==> config.mk <==
export PLATFORM = sky130hd
export DESIGN_NAME = menu_idle_dimmer
export DESIGN_NICKNAME = d
export VERILOG_FILES = /design/src/rtl/menu_idle_dimmer.sv
export SDC_FILE = /design/constraint.sdc
export NUM_CORES = 1
export LEC_CHECK = 0
export BUFFER_PORTS_ARGS = -buffer_cell sky130_fd_sc_hd__buf_4
export CAP_MARGIN = 40
export CORE_UTILIZATION = 55
export DETAILED_ROUTE_END_ITERATION = 10
export HOLD_SLACK_MARGIN = 0.03
export PLACE_DENSITY_LB_ADDON = 0.15
export SETUP_SLACK_MARGIN = 0.2
export SLEW_MARGIN = 20
export SYNTH_ARGS = -nofsm -noshare
export SYNTH_HDL_FRONTEND = slang
export SYNTH_HIERARCHICAL = 1
export SYNTH_SLANG_ARGS = --single-unit
==> constraint.sdc <==
create_clock -name clk_sys -period 9.3 [get_ports clk_sys]
set_input_delay 1.86 -clock clk_sys [delete_from_list [all_inputs] [get_ports clk_sys]]
set_output_delay 1.86 -clock clk_sys [all_outputs]
set_load 0.01 [all_outputs]
==> src/rtl/menu_idle_dimmer.sv <==
// Idle dimmer between the menu video generator and the VGA pins: fades the picture
// to a floor level after a period of no user activity, and back up on activity.
module menu_idle_dimmer_lane (
  input  logic       clk_sys,
  input  logic       reset_n,
  input  logic [7:0] pix,
  input  logic [8:0] level,
  output logic [7:0] pix_out
);
  logic [16:0] prod;
  assign prod = {9'd0, pix} * {8'd0, level};

  // prod[16] cannot be set while level <= 256; the clamp only guards that bound
  always_ff @(posedge clk_sys or negedge reset_n)
    if (!reset_n) pix_out <= '0;
    else          pix_out <= prod[16] ? 8'hFF : prod[15:8];
endmodule

module menu_idle_dimmer #(
  parameter int CLK_HZ    = 50000000,
  parameter int TIMEOUT_S = 120,
  parameter int STEP      = 8,
  parameter int MIN_LEVEL = 32
) (
  input  logic       clk_sys,
  input  logic       reset_n,
  input  logic [7:0] r_in,
  input  logic [7:0] g_in,
  input  logic [7:0] b_in,
  input  logic       hs_in,
  input  logic       vs_in,
  input  logic       de_in,
  input  logic       key_stb,
  input  logic [1:0] buttons,
  input  logic       osd_status,
  output logic [7:0] r_out,
  output logic [7:0] g_out,
  output logic [7:0] b_out,
  output logic       hs_out,
  output logic       vs_out,
  output logic       de_out,
  output logic [8:0] level,
  output logic       dimmed
);
  localparam int NUM_LANES = 3;
  localparam int VEC_W     = 8;
  localparam int PS_W      = (CLK_HZ > 1) ? $clog2(CLK_HZ) : 1;
  localparam int SEC_W     = $clog2(TIMEOUT_S + 1);

  typedef enum logic [1:0] {ACTIVE, FADE_OUT, DIM, FADE_IN} state_t;
  typedef struct packed { logic hs; logic vs; logic de; } sync_t;

  state_t                state_q, state_nx;
  logic [8:0]            level_nx;
  logic [PS_W-1:0]       prescaler;
  logic [SEC_W-1:0]      idle_sec;
  logic                  key_stb_d, vs_d, primed;
  logic                  act, ft;
  logic [9:0]            lvl_dn, lvl_up;
  sync_t                 sync_q;
  logic [NUM_LANES-1:0][VEC_W-1:0] pix_in, pix_out;

  // edge detectors are masked until the first capture after reset
  assign act = (primed & (key_stb ^ key_stb_d)) | (|buttons) | osd_status;
  assign ft  = primed & vs_in & ~vs_d;

  assign lvl_dn = ({1'b0, level} < 10'(MIN_LEVEL + STEP)) ? 10'(MIN_LEVEL)
                                                          : {1'b0, level} - 10'(STEP);
  assign lvl_up = ({1'b0, level} + 10'(STEP) > 10'd256) ? 10'd256
                                                        : {1'b0, level} + 10'(STEP);

  always_comb begin
    state_nx = state_q;
    level_nx = level;
    case (state_q)
      ACTIVE:   if (!act && idle_sec == SEC_W'(TIMEOUT_S)) state_nx = FADE_OUT;
      FADE_OUT: if (act) state_nx = FADE_IN;
                else if (ft) begin
                  level_nx = lvl_dn[8:0];
                  if (lvl_dn == 10'(MIN_LEVEL)) state_nx = DIM;
                end
      DIM:      if (act) state_nx = FADE_IN;
      FADE_IN:  if (ft) begin
                  level_nx = lvl_up[8:0];
                  if (lvl_up == 10'd256) state_nx = ACTIVE;
                end
      default:  state_nx = ACTIVE;
    endcase
  end

  always_ff @(posedge clk_sys or negedge reset_n)
    if (!reset_n) begin
      state_q   <= ACTIVE;
      level     <= 9'd256;
      dimmed    <= 1'b0;
      key_stb_d <= 1'b0;
      vs_d      <= 1'b0;
      primed    <= 1'b0;
    end else begin
      state_q   <= state_nx;
      level     <= level_nx;
      dimmed    <= (state_nx != ACTIVE);
      key_stb_d <= key_stb;
      vs_d      <= vs_in;
      primed    <= 1'b1;
    end

  // idle timer only runs while ACTIVE; any activity restarts it
  always_ff @(posedge clk_sys or negedge reset_n)
    if (!reset_n) begin
      prescaler <= '0;
      idle_sec  <= '0;
    end else if (state_q != ACTIVE || act) begin
      prescaler <= '0;
      idle_sec  <= '0;
    end else if (prescaler == PS_W'(CLK_HZ - 1)) begin
      prescaler <= '0;
      if (idle_sec != SEC_W'(TIMEOUT_S)) idle_sec <= idle_sec + 1'b1;
    end else begin
      prescaler <= prescaler + 1'b1;
    end

  assign pix_in = {b_in, g_in, r_in};

  for (genvar i = 0; i < NUM_LANES; i++) begin : g_lane
    menu_idle_dimmer_lane u_lane (
      .clk_sys (clk_sys),
      .reset_n (reset_n),
      .pix     (pix_in[i]),
      .level   (level),
      .pix_out (pix_out[i])
    );
  end

  always_ff @(posedge clk_sys or negedge reset_n)
    if (!reset_n) sync_q <= '0;
    else          sync_q <= '{hs: hs_in, vs: vs_in, de: de_in};

  assign r_out  = pix_out[0];
  assign g_out  = pix_out[1];
  assign b_out  = pix_out[2];
  assign hs_out = sync_q.hs;
  assign vs_out = sync_q.vs;
  assign de_out = sync_q.de;
endmodule
==> reports/results.tsv, run 1 <==
stage	metric	value	unit
run_status	outcome	complete, but fails checks	
run_status	failing checks	DRC	
final_layout	layout cells sized above 1	9.28	%
sta	Tightest Pin Transition	632	ps
clock_tree	cts hold-fix bufs	0	
global_route	grt total ovfl	0	
final_layout	ant diodes	0	
final_layout	Post-Layout Cell Count	1414	
sta	Slew Viols, Final	0	
clock_tree	clock latency on the worst-skew pair	350	ps
setup_path	crit-path max FO	9	
floorplanning	die width	138	µm
clock_tree	TritonCTS clock tree	yes	
place	placer congestion estimate	0.863	
sta	Slew headroom	57.9	%
floorplanning	Die Y	138	µm
global_route	initial antenna violation count	0	
floorplanning	initial core utilization	56.4	%
route	1st-iter DRT viols	302	
place	placed cells	1398	
synthesis	Synth cell types	67	
final_layout	number of fill cells	1548	
floorplanning	Placeable Area	0.0181	mm²
sta	Period Utilization, post-route	62.3	%
final_layout	FF/Latch Area	0.00185	mm²
worst_hold_path	Min-Delay Path Class	flip-flop to flip-flop	
final_layout	commonest non-fill, non-tap cells in the layout	and2_1, inv_1, fa_1	
final_layout	Area Growth Syn to Fin	11.6	%
synthesis	Syn Inst Count	1102	
synthesis	total number of yosys warnings	6	
route	Post-route DRC	12	
clock_tree	clock-pin slew on the worst setup and hold paths	70	ps
route	via-per-instance ratio	5.61	
synthesis	Main synth FF type	dfrtp_1	
sta	skew final	10.3	ps
worst_hold_path	Worst Hold Launch	prescaler[0]	
route	DRT Pass-1 Iters	7	
setup_path	reg2reg start	level[8]	
global_route	number of global-route vias before repair	7981	
clock_tree	Longest Clk Path Bufs	2	
worst_hold_path	Hold EP	prescaler[0]	
sta	RSZ-0062 raised after global routing	false	
sta	setup TNS	0	ps
global_route	GR Util All Layers	24.0	%
clock_tree	clk root buf	clkbuf_16	
clock_tree	Post-CTS Setup Repair Bufs	0	
clock_tree	post-CTS sizing	0	
setup_path	Crit-path slowest cell	fa_1	
global_route	largest net degree at the start of global routing	42	
route	Total Wirelength	21300	µm
sta	minimum clock period	5790	ps
floorplanning	row cnt	49	
setup_path	max incr delay on CP	540	ps
setup_path	Worst EP arrival	6060	ps
clock_tree	clk sinks	74	
clock_tree	CTS buffer count	9	
setup_path	most used cell along the critical path	fa_1	
clock_tree	number of H-tree levels	3	
run	max-cap violations	0	
synthesis	Net Count, Synth	1366	
synthesis	Synth Register Bits	74	
floorplanning	I/O pin total	70	
worst_hold_path	hold path depth	1	
route	WL/cell	15.1	µm
synthesis	Post-synth EDFFs	0	
route	Final ANT Viol Nets	0	
setup_path	endpoint type of the worst setup path	flip-flop	
setup_path	Reg-to-Reg End	g_lane[0].u_lane/pix_out[1]	
setup_path	CP top delay family	adder cells	
synthesis	Synth Cell Area	0.0102	mm²
place	HPWL after DPL	16300	µm
setup_path	FF-to-FF setup slack	4260	ps
route	DR vias	7938	
setup_path	WS Path Type	input port to flip-flop	
sta	fmax	173	MHz
sta	endpoints failing setup	0	
final_layout	area occupied by multi-input gates	0.00776	mm²
global_route	first-pass GRT wire length	37600	µm
synthesis	syn_area_per_cell	9.25	µm²
setup_path	r2r worst-path depth	14	
setup_path	CP required	9570	ps
setup_path	crit start category	input port	
place	Port Buffers	69	
setup_path	crit-path cells	buf_4 > and2_1 > fa_1 > fa_1 > fa_1 > inv_1 > fa_1 > inv_1 > ha_1 > o21ai_0 > nor2_1 > o41ai_1 > o21ai_0 > xnor2_1 > o21bai_1	
synthesis	register area share after synthesis	18.2	%
setup_path	CP Buf/Inv Count	3	
synthesis	Post-synth ARST share	100	%
sta	Hold Fails Final Rpt	0	
floorplanning	floorplan die area	0.0191	mm²
final_layout	commonest non-fill, non-tap cell in the layout	and2_1	
final_layout	Final Net Count	1444	
## worst register-to-register path: stages, from the launching register on
cell      delay (ps)
dfstp_2          940
and2_1           240
fa_1             420
fa_1             480
fa_1             560
inv_1             60
fa_1             530
inv_1             40
ha_1             360
or2_2            320
a21o_1           180
o41ai_1           70
o21ai_0          160
xnor2_1          430
o21bai_1         180
## cell families after synthesis
logic type / after synthesis / synth area share (%)
flops: 74 / 18.2
other cells: 1 / 0.0368
fa+ha+maj: 231 / 37.4
mux: 4 / 0.393
buf+inv: 155 / 5.74
simple gates: 435 / 23.8
compound gates: 151 / 10.0
xor+xnor: 51 / 4.38
## through the flow
step	setup slack [ps]	hold WS, ps	utilization (%)	instance area [µm²]
finish	3510	466	62.9	11400
CTS	3500	466	62.9	11400
global placement	3200	447	60.8	11000
detailed placement	3120	451	61.2	11100
global route	3250	495	62.9	11400
floorplan	3460	424	-	10200
## Yosys cell counts (all sizes together), types with 7 or more instances
| library cell | count | area (µm²) |
|---|---|---|
| nor2 | 61 | 229 |
| a21o | 13 | 97.6 |
| nand2b | 15 | 93.8 |
| o21ai | 37 | 189 |
| fa | 123 | 2460 |
| nand4 | 18 | 134 |
| nor4 | 14 | 87.6 |
| nor3 | 18 | 90.1 |
| nand3 | 23 | 115 |
| inv | 143 | 537 |
| a211oi | 8 | 70.1 |
| and3 | 9 | 61.3 |
| xnor2 | 39 | 342 |
| xor2 | 12 | 105 |
| a21oi | 37 | 185 |
| and2 | 176 | 1100 |
| dfrtp | 73 | 1830 |
| a31oi | 8 | 50.1 |
| ha | 108 | 1350 |
| clkbuf | 10 | 38.8 |
| or3 | 7 | 43.8 |
| nand2 | 66 | 250 |
## sequential cells by signal (all words and copies together) (netlist names), 2 cells and up
register,flops
level,9
idle_sec,7
prescaler,26
g_lane.u_lane/pix_out,24
state_q,2
## final cells by class
class                      count  area share (%)
inverter                     143            4.72
sequential                    74            16.3
tap                          229            2.52
clock inverter                 7           0.737
timing repair buffer          79            5.57
clock buffer                   9            1.98
multi-input combinational    873            68.2
## layer usage
metal / global-route usage (%) / part of all wire, % / up-vias
met1: 32.4 / 46 / 3959
li1: - / - / 3828
met4: 5.32 / 0.92 / 0
met5: 0 / 0 / -
met2: 41.6 / 50 / 136
met3: 2.74 / 3.0 / 15
## how the worst max path moves through the flow
stage                  from                          end  slack, ps  cells past startpoint
finish              g_in[7]  g_lane[1].u_lane/pix_out[1]       3510                     15
detailed placement  g_in[7]  g_lane[1].u_lane/pix_out[1]       3120                     15
CTS                 g_in[7]  g_lane[1].u_lane/pix_out[1]       3500                     15
global route        g_in[7]  g_lane[1].u_lane/pix_out[0]       3250                     15
floorplan           r_in[7]  g_lane[0].u_lane/pix_out[5]       3460                     13
global placement    r_in[7]  g_lane[0].u_lane/pix_out[0]       3200                     15
Power of run 1 is not shown: default switching activity piles up to over one toggle a cycle in this logic, so the estimate is an artifact.
==> run 2, diff against run 1 <==
==> constraint.sdc (replaced) <==
create_clock -name clk_sys -period 5.5 [get_ports clk_sys]
set_input_delay 1.1 -clock clk_sys [delete_from_list [all_inputs] [get_ports clk_sys]]
set_output_delay 1.1 -clock clk_sys [all_outputs]
set_load 0.01 [all_outputs]
==> run 2 against run 1 <==
  * The run still ends with DRC left
  * Design area is 0.62% higher
  * Sequential cell count unchanged
  * Core utilization is 0.39 points higher
  * Worst hold slack worse by 12 ps
  * First-iteration DRC count up 7.0%
  * Sequential share of layout area fell by 0.10 points
  * Global-route usage down 0.14 points
  * Wire length is 0.68% lower
  * Setup slack got worse by 3000 ps
  * Register-to-register slack got worse by 3700 ps
==> reports/results.tsv, run 2 (synthesis results as in run 1) <==
stage	metric	value	unit
run_status	outcome	complete, but fails checks	
run_status	failing checks	DRC	
sta	Period Utilization, post-route	91.1	%
global_route	initial antenna violation count	0	
sta	endpoints failing setup	0	
sta	Hold Fails Final Rpt	0	
setup_path	crit-path cells	buf_4 > and2_1 > fa_1 > fa_1 > fa_1 > inv_1 > fa_1 > inv_1 > ha_1 > and3_1 > a311o_1 > o211a_1 > or3_1 > a21o_1	
sta	Slew Viols, Final	0	
route	Total Wirelength	21200	µm
route	WL/cell	14.9	µm
final_layout	Post-Layout Cell Count	1423	
final_layout	layout cells sized above 1	10.1	%
route	DRT Pass-1 Iters	10	
final_layout	largest registers	prescaler: 26 flops, g_lane.u_lane/pix_out: 24 flops, level: 9 flops	
final_layout	ant diodes	0	
clock_tree	clk root buf	clkbuf_16	
floorplanning	initial core utilization	56.4	%
clock_tree	TritonCTS clock tree	yes	
route	via-per-instance ratio	5.58	
floorplanning	I/O pin total	70	
floorplanning	row cnt	49	
floorplanning	die width	138	µm
global_route	number of global-route vias before repair	7914	
setup_path	endpoint type of the worst setup path	flip-flop	
setup_path	crit-path max FO	9	
clock_tree	Post-CTS Setup Repair Bufs	0	
route	DR vias	7936	
final_layout	number of fill cells	1563	
sta	RSZ-0062 raised after global routing	false	
final_layout	commonest non-fill, non-tap cell in the layout	and2_1	
sta	skew final	9.23	ps
global_route	GR Util All Layers	23.8	%
floorplanning	floorplan die area	0.0191	mm²
setup_path	CP required	5740	ps
clock_tree	clock-pin slew on the worst setup and hold paths	60	ps
clock_tree	CTS buffer count	9	
final_layout	max FFs per register	26	
clock_tree	clk sinks	74	
setup_path	Worst EP arrival	5250	ps
place	post-placement worst setup slack	120	ps
sta	fin worst setup slack	490	ps
place	HPWL after DPL	16500	µm
setup_path	Crit-path slowest cell	fa_1	
clock_tree	number of H-tree levels	3	
final_layout	commonest non-fill, non-tap cells in the layout	and2_1, inv_1, fa_1	
final_layout	Final Net Count	1453	
route	Final ANT Viol Nets	0	
place	placer congestion estimate	0.876	
worst_hold_path	Min-Delay Path Class	flip-flop to flip-flop	
final_layout	Area Growth Syn to Fin	12.3	%
global_route	first-pass GRT wire length	37400	µm
clock_tree	clock latency on the worst-skew pair	350	ps
sta	Slew headroom	51.5	%
sta	minimum clock period	5010	ps
route	1st-iter DRT viols	323	
global_route	largest net degree at the start of global routing	44	
final_layout	Biggest register	prescaler	
sta	setup TNS	0	ps
setup_path	crit start category	input port	
setup_path	max incr delay on CP	540	ps
setup_path	most used cell along the critical path	fa_1	
global_route	grt total ovfl	0	
sta	fmax	200	MHz
sta	Tightest Pin Transition	727	ps
floorplanning	Die Y	138	µm
run	max-cap violations	0	
place	Port Buffers	69	
route	Post-route DRC	13	
place	placed cells	1405	
floorplanning	Placeable Area	0.0181	mm²
setup_path	WS Path Type	input port to flip-flop	
clock_tree	Longest Clk Path Bufs	2	
[run 2: cell count changes in the layout (fill, tap and decap cells not counted), sizes merged]
| cell | previous run | this run |
|---|---|---|
| buf | 79 | 88 |
| clkinv | 1 | 0 |
| inv | 147 | 148 |
[run 2: path summary, 6_finish.rpt]
| check | start | end | slack (ps) | depth (start not counted) |
|---|---|---|---|---|
| setup / recovery | g_in[7] | g_lane[1].u_lane/pix_out[5] | 490 | 14 |
| hold / removal | prescaler[0] | prescaler[0] | 450 | 1 |
| setup reg to reg | level[3] | g_lane[2].u_lane/pix_out[3] | 520 | 14 |
| hold reg to reg | prescaler[0] | prescaler[0] | 450 | 1 |
| max in group asynchronous | reset_n | dimmed | 4160 | 2 |
| min in group asynchronous | reset_n | g_lane[1].u_lane/pix_out[7] | 750 | 1 |
[run 2: routing by layer]
layer,part of all wire (%),track usage (%),vias to the layer above
li1,-,-,3851
met1,47,33.6,3921
met2,49,39.9,146
met3,3.2,2.63,18
met4,0.95,4.91,0
met5,0,0,-
[run 2: per-stage QoR]
stage	instance area [µm²]	hold slack [ps]	util, %
after floorplan	10200	424	-
after global placement	11100	444	61.2
after detailed placement	11100	455	61.4
after CTS	11400	463	63.1
after global routing	11400	479	63.3
final	11400	454	63.3
[run 2: area by class of cell]
| cell class | instances | area [µm²] | area share, % |
|---|---|---|---|
| tap | 229 | 287 | 2.50 |
| multi-input combinational | 873 | 7760 | 67.8 |
| sequential | 74 | 1850 | 16.2 |
| clock inverter | 7 | 83.8 | 0.732 |
| timing repair buffer | 88 | 696 | 6.08 |
| inverter | 143 | 537 | 4.69 |
| clock buffer | 9 | 225 | 1.97 |
[run 2: what timing repair did]
item / CTS / global route
setup endpoints to repair: 0 / 2
endpoints found under the hold margin: 0 / 0
gates resized for setup: 0 / 1
hold buffers: 0 / 0
[run 2: critical path, delay by kind of cell]
family	cells	cell delay [ps]
fa+ha+maj	5	2430
simple gates	3	660
compound gates	3	810
buf+inv	3	230
Power of run 2 is left out for the same reason.
